==> config.mk <==
export PLATFORM = sky130hd
export DESIGN_NAME = ones_count_detector
export DESIGN_NICKNAME = d
export VERILOG_FILES = /design/src/rtl/ones_count_pkg.sv /design/src/rtl/ones_count_ch.sv /design/src/rtl/ones_count_detector.sv
export SDC_FILE = /design/constraint.sdc
export NUM_CORES = 1
export LEC_CHECK = 0
export CAP_MARGIN = 20
export CORE_AREA = 2 2 39 41
export DETAILED_ROUTE_END_ITERATION = 12
export DIE_AREA = 0 0 41 43
export DONT_BUFFER_PORTS = 1
export PLACE_DENSITY_LB_ADDON = 0.08
export REMOVE_ABC_BUFFERS = 1
export SYNTH_ARGS = -nofsm -noshare
export SYNTH_HDL_FRONTEND = slang
export SYNTH_SLANG_ARGS = --single-unit
==> constraint.sdc <==
create_clock -name clk -period 1.4 [get_ports clk]
set_clock_uncertainty 0.2 [all_clocks]
set_input_delay 0.28 -clock clk [delete_from_list [all_inputs] [get_ports clk]]
set_output_delay 0.28 -clock clk [all_outputs]
set_load 0.01 [all_outputs]
==> src/rtl/ones_count_pkg.sv <==
// Shared mode encodings for the multi-channel ones-counting detector.
package ones_count_pkg;

    typedef enum logic [1:0] {
        MODE_WRAP   = 2'd0,
        MODE_STICKY = 2'd1,
        MODE_CONSEC = 2'd2,
        MODE_RSVD   = 2'd3
    } mode_t;

endpackage

==> src/rtl/ones_count_ch.sv <==
// One detector channel: saturating/wrapping ones count, arrival pulse and,
// when HIT_CNT_EN is defined, a saturating count of arrival pulses.
module ones_count_ch
    import ones_count_pkg::*;
#(
    parameter int THRESH = 4,
`ifdef HIT_CNT_EN
    parameter int HCW    = 8,
`endif
    parameter int CW     = $clog2(THRESH + 1)
) (
    input  logic          clk,
    input  logic          reset,
    input  logic          en,
    input  logic          clr,
    input  mode_t         mode,
    input  logic          x,
    output logic [CW-1:0] count,
`ifdef HIT_CNT_EN
    output logic [HCW-1:0] hit_cnt,
`endif
    output logic          hit
);

    localparam logic [CW-1:0] TOP = CW'(THRESH);

    logic [CW-1:0] count_nxt;
    logic          full;
    logic          hit_nxt;

    assign full = (count == TOP);

    // Reserved mode falls through to the wrap behaviour.
    always_comb begin
        count_nxt = count;
        if (x) begin
            if (!full) begin
                count_nxt = count + CW'(1);
            end else if (mode != MODE_STICKY) begin
                count_nxt = CW'(1);
            end
        end else if (mode == MODE_CONSEC) begin
            count_nxt = '0;
        end
    end

    // A sticky channel already sitting at the top is not a new arrival.
    assign hit_nxt = x & (count_nxt == TOP) & ~((mode == MODE_STICKY) & full);

    always_ff @(posedge clk) begin
        if (reset || clr) begin
            count <= '0;
            hit   <= 1'b0;
        end else if (en) begin
            count <= count_nxt;
            hit   <= hit_nxt;
        end else begin
            hit   <= 1'b0;
        end
    end

`ifdef HIT_CNT_EN
    always_ff @(posedge clk) begin
        if (reset || clr) begin
            hit_cnt <= '0;
        end else if (en && hit_nxt && (hit_cnt != '1)) begin
            hit_cnt <= hit_cnt + HCW'(1);
        end
    end
`endif

endmodule

==> src/rtl/ones_count_detector.sv <==
// Multi-channel ones-counting detector top: packs channel outputs and masks z
// during reset. Optional per-channel hit counters are built with HIT_CNT_EN.
module ones_count_detector
    import ones_count_pkg::*;
#(
    parameter int THRESH = 4,
    parameter int NUM_CH = 2,
    parameter int HCW    = 8
) (
    input  logic                           clk,
    input  logic                           reset,
    input  logic                           en,
    input  logic                           clr,
    input  logic [1:0]                     mode,
    input  logic [NUM_CH-1:0]              x,
    output logic [NUM_CH-1:0]              z,
    output logic [NUM_CH-1:0]              hit,
`ifdef HIT_CNT_EN
    output logic [NUM_CH*HCW-1:0]          hit_cnt,
`endif
    output logic [NUM_CH*$clog2(THRESH+1)-1:0] count
);

    localparam int CW = $clog2(THRESH + 1);

    if (THRESH < 1 || NUM_CH < 1 || HCW < 1) begin : g_bad_param
        $error("ones_count_detector: THRESH, NUM_CH and HCW must all be >= 1");
    end

    mode_t mode_q;
    assign mode_q = mode_t'(mode);

    for (genvar i = 0; i < NUM_CH; i++) begin : g_ch
        ones_count_ch #(
            .THRESH (THRESH),
`ifdef HIT_CNT_EN
            .HCW    (HCW),
`endif
            .CW     (CW)
        ) u_ch (
            .clk     (clk),
            .reset   (reset),
            .en      (en),
            .clr     (clr),
            .mode    (mode_q),
            .x       (x[i]),
            .count   (count[i*CW +: CW]),
`ifdef HIT_CNT_EN
            .hit_cnt (hit_cnt[i*HCW +: HCW]),
`endif
            .hit     (hit[i])
        );

        // z drops the moment reset is asserted, not on the following edge.
        assign z[i] = ~reset & (count[i*CW +: CW] == CW'(THRESH));
    end

endmodule

==> results of run 1 <==
## kinds of logic (layout without fill, tap and decap cells)
| family | Yosys count | after routing | share of synthesized area [%] |
|---|---|---|---|
| compound gates | 20 | 20 | 28.8 |
| fa+ha+maj | 4 | 4 | 9.43 |
| buf+inv | 9 | 23 | 9.43 |
| flops | 8 | 8 | 30.2 |
| simple gates | 21 | 21 | 22.2 |
## sequential cells by signal (all words and copies together), names as in the netlist
name	count
g_ch.u_ch.hit	2
g_ch.u_ch.count	6
## metrics by stage
step	setup WS, ns	total power [W]	area (um^2)	instances
floorplan	-0.0936	0.000265	499	58
global placement	-0.127	0.000280	602	85
detailed placement	-0.113	0.000280	602	85
CTS	-0.0929	0.000481	722	90
global route	-0.125	0.000509	749	92
finish	-0.0859	0.000481	749	92
## per-layer routing
| layer | GRT usage (%) | up-vias | wire (um) |
|---|---|---|---|
| met5 | 0 | - | 0 |
| met4 | 12.0 | 0 | 37 |
| met3 | 3.14 | 5 | 137 |
| met2 | 23.1 | 31 | 618 |
| met1 | 29.6 | 261 | 665 |
| li1 | - | 258 | - |
## final cells by class
class                           instances  area, um^2  area share (%)
Inverter                                5        18.8            2.50
Multi-Input combinational cell         45         394            52.6
Sequential cell                         8         165            22.0
Clock buffer                            3        22.5            3.01
Timing Repair Buffer                   15         129            17.2
Tap cell                               16        20.0            2.67
## synthesized netlist by cell type
cell       number  area, um^2
nand3b_1        1        7.51
and2_1          2        12.5
or2_1           1        6.26
buf_6           1        11.3
and3_1          1        6.26
o21ai_0         4        20.0
nand2_1         4        15.0
o21a_1          3        22.5
nand2b_1        2        12.5
nand3_1         2        10.0
ha_1            4        50.1
inv_1           5        18.8
o311ai_0        2        17.5
or3_1           2        12.5
a211oi_2        1        12.5
buf_2           1        5.00
nor2b_1         1        6.26
nor4b_1         1        8.76
a31o_1          1        8.76
o211ai_1        2        15.0
nor2_1          3        11.3
o211a_1         1        10.0
dfxtp_1         8         160
and3b_1         1        8.76
buf_4           2        15.0
o2bb2ai_1       2        17.5
a21oi_1         1        5.00
a31oi_1         1        6.26
a221oi_1        2        17.5
## worst max-delay path, cell delays in order, from the launching register on
cell and delay [ns]:
dfxtp_2 0.33, buf_6 0.12, ha_4 0.15, o21a_1 0.19
a211oi_2 0.24, and3_1 0.20
## worst min-delay path by stage
stage | start | endpoint | slack, ns | cells past startpoint
2_1_floorplan | en | g_ch[0].u_ch.count[0]$_SDFFE_PP0P_ | 0.19 | 1
3_3_place_gp | en | g_ch[1].u_ch.count[0]$_SDFFE_PP0P_ | 0.20 | 1
3_5_place_dp | en | g_ch[1].u_ch.count[0]$_SDFFE_PP0P_ | 0.20 | 1
4_1_cts | x[0] | g_ch[0].u_ch.count[1]$_SDFFE_PP0P_ | 0.001 | 2
5_1_grt | x[1] | g_ch[1].u_ch.count[1]$_SDFFE_PP0P_ | 0.005 | 2
6_report | x[1] | g_ch[1].u_ch.count[1]$_SDFFE_PP0P_ | 0.008 | 2
## report_power, final
group          switching (W)  internal, W  total (W)
sequential        0.00000247     0.000231   0.000233
clock              0.0000878    0.0000988   0.000187
combinational      0.0000281    0.0000332  0.0000613
## cells in the final DEF (no fill, tap or decap), types with 2 or more instances in the layout
| cell | synthesis | final |
|---|---|---|
| buf_4 | 2 | 10 |
| o21a_1 | 3 | 3 |
| dlygate4sd3_1 | 0 | 2 |
| dfxtp_1 | 8 | 4 |
| a221oi_1 | 2 | 2 |
| buf_6 | 1 | 3 |
| o211ai_1 | 2 | 2 |
| nand2_4 | 0 | 2 |
| o21ai_0 | 4 | 2 |
| and2_1 | 2 | 2 |
| nor2_4 | 0 | 2 |
| inv_2 | 0 | 4 |
| ha_4 | 0 | 3 |
| or3_1 | 2 | 2 |
| nand3_1 | 2 | 2 |
| nand2b_1 | 2 | 2 |
| dfxtp_2 | 0 | 4 |
| nand2_1 | 4 | 2 |
| o311ai_1 | 0 | 2 |
| o2bb2ai_1 | 2 | 2 |
| o21ai_1 | 0 | 2 |
| clkbuf_4 | 0 | 3 |
## repair_timing
item / in CTS / in global routing
setup buffers: 1 / 1
gates resized for setup: 24 / 6
pin swaps: 9 / 6
hold buffers: 1 / 1
endpoints found under the hold margin: 3 / 1
setup endpoints to repair: 8 / 8
==> flow_metrics.py, run 1 <==
metrics = {
    "status": {
        "status": "finished with violations",
        "violations": "setup timing",
    },
    "route": {
        "drtIter0Drc": 52,
        "vias": 555,
        "firstDrtPassIters": 4,
        "postRouteWirelength_mm": 1.46,
        "viasPerCell": 6.03,
        "routedWlPerCell_um": 15.8,
        "drtAntennaViolNets": 0,
        "drc": 0,
    },
    "cts": {
        "clock-sinks": 8,
        "ctsRootBufferMaster": "clkbuf_4",
        "cts-buffers-inserted": 3,
        "cts_tree": "built",
        "cts_max_path_buffers": 2,
        "cts.clk_slew.worst_paths_ns": 0.06,
        "clk_latency_ns": 0.26,
        "htree_levels": 1,
    },
    "critical_path": {
        "worstSetupEndpoint": "g_ch[1].u_ch.hit$_SDFF_PP0_",
        "arrival_ns": 1.49,
        "worst_r2r_startpoint": "g_ch[1].u_ch.count[1]$_SDFFE_PP0P_",
        "r2r-end": "g_ch[1].u_ch.hit$_SDFF_PP0_",
        "critPathLaunch": "g_ch[1].u_ch.count[1]$_SDFFE_PP0P_",
        "cp.required_ns": 1.40,
        "path_class": "register to register",
        "cp_max_fo": 3,
        "reg2regPathDepth": 5,
        "r2r_slack_ns": -0.09,
        "endpoint_kind": "register",
        "startpoint_type": "register",
    },
    "final_layout": {
        "nFillCells": 130,
        "finish.utilization_pct": 54.2,
        "n_antenna_cell": 0,
        "drive_above_1_share_pct": 43.4,
        "num-nets-final": 90,
        "areaGrowthSynthToFinish_pct": 41.3,
    },
    "global_routing": {
        "antenna_found_initial": 0,
        "grt_pass1_vias": 505,
        "grt_max_degree": 11,
        "grt_usage_pct": 19.1,
        "grt_pass1_wl_mm": 2.26,
        "overflow": 0,
    },
    "power_and_ir_drop": {
        "cellLeakagePower_nw": 0.282,
        "p_per_area_nw_per_um2": 642,
        "vdd_drop_max_v": 0.000369,
    },
    "placed_design": {
        "io_buffers": 0,
        "hpwl_um": 942,
        "gp_congestion": 0.708,
    },
    "synthesis": {
        "synthCells": 62,
        "synth_seq_area_share_pct": 30.2,
        "avgSynthCellArea_um2": 8.56,
        "yosys_register_bits": 8,
        "synth_warnings": 0,
        "yosysUniqueCellTypes": 29,
        "synth_area_um2": 531,
    },
    "floorplan": {
        "die_w_um": 41,
        "dieArea_um2": 1760,
        "num_rows": 14,
        "initial_core_util_pct": 38.3,
        "core_area_um2": 1380,
        "die_y_um": 43,
        "io_pins": 18,
    },
    "sta": {
        "timing.final.ws_setup_ns": -0.0859,
        "setup_tns_ns": -0.261,
        "period_minus_slack_ns": 1.49,
        "min_period_over_period_pct": 106,
        "fmaxAchievable_mhz": 673,
        "hold_violations": 0,
        "max-slew-margin-rel_pct": 79.8,
        "setup_viol_count_final": 5,
        "max_slew.worst_pin.slew_ns": 0.303,
        "final-max-slew-violation-count": 0,
        "rsz0062_at_grt": "yes",
        "hold_ws_ns": 0.00845,
    },
    "min_path": {
        "hp-class": "primary input to register",
    },
    "job": {
        "cap_violations": 0,
    },
}
(Power assumes the default switching activity.)
==> run 2, diff against run 1 <==
- PLACE_DENSITY_LB_ADDON: 0.08 -> not set
==> run 2 against run 1 <==
  * The run ends with hold timing, setup timing left
  * Worst setup slack worse by 0.077 ns
  * Utilization is 9.6 points higher
  * Clock-buffer cell count stayed put
  * Total power is 3.2% higher
  * Sequential power hardly changed
  * Combinational power is 28% higher
  * Global-route usage is 1.4 points higher
  * Wire length is 17% higher
  * Cell count is 7.6% higher
  * First-iteration DRC count is 90% lower
  * Via count is 6.8% higher
  * Non-clock buffer count is 7 higher
==> flow_metrics.py, run 2 (synthesis results as in run 1) <==
metrics = {
    "critical_path": {
        "cp.required_ns": 0.92,
        "r2r-end": "g_ch[1].u_ch.hit$_SDFF_PP0_",
        "endpoint_kind": "primary output",
        "cp_max_fo": 3,
        "startpoint_type": "register",
        "path_class": "register to primary output",
        "worst_r2r_startpoint": "g_ch[1].u_ch.count[0]$_SDFFE_PP0P_",
        "arrival_ns": 1.08,
        "r2r_slack_ns": -0.15,
        "reg2regPathDepth": 6,
    },
    "floorplan": {
        "die_y_um": 43,
        "core_area_um2": 1380,
        "dieArea_um2": 1760,
        "die_w_um": 41,
        "num_rows": 14,
        "io_pins": 18,
        "initial_core_util_pct": 38.3,
    },
    "route": {
        "m1WireLength_um": 677,
        "wl_met3_um": 110,
        "dr_wl_met2_um": 841,
        "routedWlPerCell_um": 17.3,
        "drc": 0,
        "viasPerCell": 5.99,
        "drtIter0Drc": 5,
        "drtAntennaViolNets": 0,
        "firstDrtPassIters": 4,
        "vias": 593,
        "postRouteWirelength_mm": 1.71,
        "topRoutingLayerUsed": "met4",
    },
    "power_and_ir_drop": {
        "vdd_drop_max_v": 0.000350,
        "cellLeakagePower_nw": 0.330,
        "p_per_area_nw_per_um2": 562,
    },
    "placed_design": {
        "io_buffers": 0,
        "hpwl_um": 998,
        "dpl_cell_area_um2": 609,
        "place_ws_ns": -0.208,
        "gp_congestion": 0.707,
    },
    "global_routing": {
        "grt_pass1_vias": 532,
        "antenna_found_initial": 0,
        "grt_pass1_wl_mm": 2.32,
        "grt_max_degree": 11,
        "grt_usage_pct": 20.5,
        "overflow": 0,
    },
    "cts": {
        "htree_levels": 1,
        "cts_max_path_buffers": 2,
        "cts-buffers-inserted": 3,
        "clock-sinks": 8,
        "clk_latency_ns": 0.26,
        "cts.clk_slew.worst_paths_ns": 0.06,
        "cts_tree": "built",
        "ctsRootBufferMaster": "clkbuf_4",
    },
    "final_layout": {
        "reg_top3": "g_ch.u_ch.count (6), g_ch.u_ch.hit (2)",
        "largest-register": "g_ch.u_ch.count",
        "final_common_cell": "buf_4",
        "final_area_um2": 882,
        "drive_above_1_share_pct": 57.8,
        "n_antenna_cell": 0,
        "num-nets-final": 97,
        "largest_reg_flops": 6,
        "layout.cells.most_common_list": "13 x buf_4, 6 x buf_6, 4 x dfxtp_2",
        "areaGrowthSynthToFinish_pct": 66.3,
    },
    "min_path": {
        "hp-class": "primary input to register",
        "holdPathEnd": "g_ch[1].u_ch.count[1]$_SDFFE_PP0P_",
        "worstHoldStart": "x[1]",
        "whs_path_depth": 2,
    },
    "status": {
        "status": "finished with violations",
        "violations": "hold timing, setup timing",
    },
    "sta": {
        "final-max-slew-violation-count": 0,
        "period_minus_slack_ns": 1.56,
        "hold_violations": 1,
        "max_slew.worst_pin.slew_ns": 0.468,
        "rsz0062_at_grt": "yes",
        "max-slew-margin-rel_pct": 68.4,
        "setup_viol_count_final": 7,
        "fmaxAchievable_mhz": 640,
        "timing.final.ws_setup_ns": -0.163,
        "min_period_over_period_pct": 112,
        "setup_tns_ns": -0.629,
        "hold_ws_ns": -0.00414,
    },
    "job": {
        "cap_violations": 0,
    },
}
-- run 2: cell type report --
type | count | area [um^2]
sequential | 8 | 169
tap | 16 | 20.0
fill | 107 | 502
timing repair buffer | 22 | 195
inverter | 5 | 21.3
multi-input combinational | 45 | 454
clock buffer | 3 | 22.5
-- run 2: what timing repair did --
| item | 4_1_cts | 5_1_grt |
|---|---|---|
| pin swaps | 8 | 8 |
| hold endpoints to repair | 4 | 1 |
| gates resized for setup | 27 | 19 |
| hold buffers | 2 | 1 |
| buffers inserted | 5 | 3 |
| setup endpoints to repair | 8 | 10 |
-- run 2: worst max-delay path by stage --
| stage | startpoint | to | slack [ns] |
|---|---|---|---|
| after floorplan | g_ch[1].u_ch.count[0]$_SDFFE_PP0P_ | g_ch[1].u_ch.hit$_SDFF_PP0_ | -0.09 |
| after global placement | g_ch[1].u_ch.count[0]$_SDFFE_PP0P_ | g_ch[1].u_ch.hit$_SDFF_PP0_ | -0.11 |
| after detailed placement | g_ch[1].u_ch.count[0]$_SDFFE_PP0P_ | g_ch[1].u_ch.count[0]$_SDFFE_PP0P_ | -0.21 |
| after CTS | g_ch[1].u_ch.count[0]$_SDFFE_PP0P_ | z[1] | -0.18 |
| after global routing | g_ch[1].u_ch.count[0]$_SDFFE_PP0P_ | z[1] | -0.21 |
| final | g_ch[1].u_ch.count[0]$_SDFFE_PP0P_ | z[1] | -0.16 |
-- run 2: metrics by stage --
step                      total power, W  util (%)  std cells
after floorplan                 0.000265         -         58
after global placement          0.000280      44.0         86
after detailed placement        0.000280      44.0         86
after CTS                       0.000484      55.9         96
after global routing            0.000514      63.7         99
final                           0.000496      63.7         99
-- run 2: power breakdown --
group / internal, W / switching [W]
combinational: 0.0000422 / 0.0000361
clock: 0.0000987 / 0.0000877
sequential: 0.000229 / 0.00000254
-- run 2: routing by layer --
| metal | global-route usage, % | vias up |
|---|---|---|
| met3 | 5.76 | 13 |
| li1 | - | 270 |
| met1 | 23.5 | 280 |
| met4 | 14.0 | 0 |
| met5 | 0 | - |
| met2 | 30.9 | 30 |
-- run 2: critical path: stages, from the launching register on --
cell and delay, ns:
dfxtp_2 0.33, inv_2 0.07, ha_4 0.14, nand2_4 0.06, buf_6 0.12, nor2_4 0.09
==> run 3, diff against run 2 <==
- CORE_AREA: 2 2 39 41 -> 3 3 40 42
- DIE_AREA: 0 0 41 43 -> 0 0 43 45
==> run 3 against run 2 <==
  * Via count is 6.4% lower
  * Final area shrank 11%
  * Worst hold slack barely moved
  * Fmax grew 4.4%
  * First-iteration DRC count up 60%
  * Global-route usage shrank 3.9 points
  * Clock power is 4% higher
  * Die area is 9.8% higher
  * Worst setup slack improved by 0.066 ns
  * The run still ends with hold timing, setup timing left
  * Critical path depth down 1
==> flow_metrics.py, run 3 (synthesis results as in run 1) <==
metrics = {
    "critical_path": {
        "path_class": "register to primary output",
        "cp_max_fo": 3,
        "cp.required_ns": 0.92,
        "endpoint_kind": "primary output",
        "critPathLaunch": "g_ch[0].u_ch.count[0]$_SDFFE_PP0P_",
        "arrival_ns": 1.02,
        "worst_r2r_startpoint": "g_ch[1].u_ch.count[0]$_SDFFE_PP0P_",
        "startpoint_type": "register",
    },
    "cts": {
        "clock-sinks": 8,
        "ctsRootBufferMaster": "clkbuf_4",
        "cts_max_path_buffers": 2,
        "clk_latency_ns": 0.27,
        "htree_levels": 1,
        "cts.clk_slew.worst_paths_ns": 0.06,
        "cts_tree": "built",
        "cts-buffers-inserted": 3,
    },
    "final_layout": {
        "final_common_cell": "buf_4",
        "reg_top3": "g_ch.u_ch.count (6), g_ch.u_ch.hit (2)",
        "largest_reg_flops": 6,
        "final_cells": 93,
        "final_area_um2": 783,
        "areaGrowthSynthToFinish_pct": 47.6,
        "num-nets-final": 92,
        "drive_above_1_share_pct": 47.4,
        "n_antenna_cell": 0,
        "layout.cells.most_common_list": "11 x buf_4, 4 x ha_4, 4 x dfxtp_2",
        "largest-register": "g_ch.u_ch.count",
    },
    "global_routing": {
        "overflow": 0,
        "grt_max_degree": 11,
        "grt_usage_pct": 16.6,
        "grt_pass1_wl_mm": 2.32,
        "grt_pass1_vias": 517,
        "antenna_found_initial": 0,
    },
    "placed_design": {
        "io_buffers": 0,
        "gp_congestion": 0.771,
        "hpwl_um": 947,
        "dpl_cell_area_um2": 601,
        "placed_cells": 84,
    },
    "floorplan": {
        "die_y_um": 45,
        "num_rows": 13,
        "die_w_um": 43,
        "io_pins": 18,
        "dieArea_um2": 1940,
        "core_area_um2": 1280,
        "initial_core_util_pct": 41.3,
    },
    "sta": {
        "min_period_over_period_pct": 107,
        "hold_violations": 1,
        "period_minus_slack_ns": 1.50,
        "setup_viol_count_final": 5,
        "setup_tns_ns": -0.279,
        "timing.final.ws_setup_ns": -0.0973,
        "max_slew.worst_pin.slew_ns": 0.349,
        "final-max-slew-violation-count": 0,
        "max-slew-margin-rel_pct": 76.4,
        "rsz0062_at_grt": "yes",
        "fmaxAchievable_mhz": 668,
        "hold_ws_ns": -0.00399,
    },
    "power_and_ir_drop": {
        "vdd_drop_max_v": 0.000341,
        "p_per_area_nw_per_um2": 626,
        "p_total_w": 0.000490,
        "cellLeakagePower_nw": 0.291,
    },
    "route": {
        "postRouteWirelength_mm": 1.53,
        "drtIter0Drc": 8,
        "viasPerCell": 5.97,
        "routedWlPerCell_um": 16.5,
        "vias": 555,
        "drc": 0,
        "firstDrtPassIters": 4,
        "drtAntennaViolNets": 0,
    },
    "status": {
        "status": "finished with violations",
        "violations": "hold timing, setup timing",
    },
    "min_path": {
        "hp-class": "primary input to register",
        "worstHoldStart": "en",
    },
    "job": {
        "cap_violations": 0,
    },
}
## run 3: final cells by class
| cell class | instances | area [um^2] |
|---|---|---|
| Tap cell | 15 | 18.8 |
| Sequential cell | 8 | 169 |
| Inverter | 5 | 21.3 |
| Clock buffer | 3 | 22.5 |
| Multi-Input combinational cell | 45 | 405 |
| Fill cell | 107 | 502 |
| Timing Repair Buffer | 17 | 146 |
## run 3: through the flow
step	utilization (%)	setup WS (ns)
6_report	61.0	-0.0973
5_1_grt	61.0	-0.138
4_1_cts	58.0	-0.0975
3_5_place_dp	46.7	-0.0819
3_3_place_gp	46.7	-0.0951
2_1_floorplan	-	-0.0936
## run 3: critical path, cell delays in order, from the launching register on
cell,delay (ns)
dfxtp_4,0.35
inv_4,0.06
ha_4,0.16
nand2_4,0.07
nor2_4,0.11
## run 3: layer usage
layer	vias up	part of all wire, %	GRT usage (%)
met2	23	45	24.6
met1	263	43	21.1
li1	261	-	-
met3	8	8.2	3.98
met4	0	4.4	12.0
met5	-	0	0
## run 3: where the power goes
group          switching, W   total, W  internal (W)
sequential       0.00000227   0.000231      0.000229
combinational     0.0000300  0.0000648     0.0000348
clock             0.0000951   0.000194     0.0000992
total              0.000127   0.000490      0.000363
## run 3: what timing repair did
item	4_1_cts	5_1_grt
resized for setup	24	11
endpoints found under the hold margin	4	0
hold buffers	3	0
setup endpoints to repair	8	9
pin swaps	7	9
setup buffers	3	2
## run 3: final timing paths
kind                                         to  slack (ns)  cells past startpoint
min reg2reg  g_ch[1].u_ch.count[0]$_SDFFE_PP0P_        0.33                      2
max reg2reg         g_ch[1].u_ch.hit$_SDFF_PP0_       -0.06                      6
min          g_ch[1].u_ch.count[0]$_SDFFE_PP0P_      -0.004                      2
max                                        z[0]        -0.1                      4
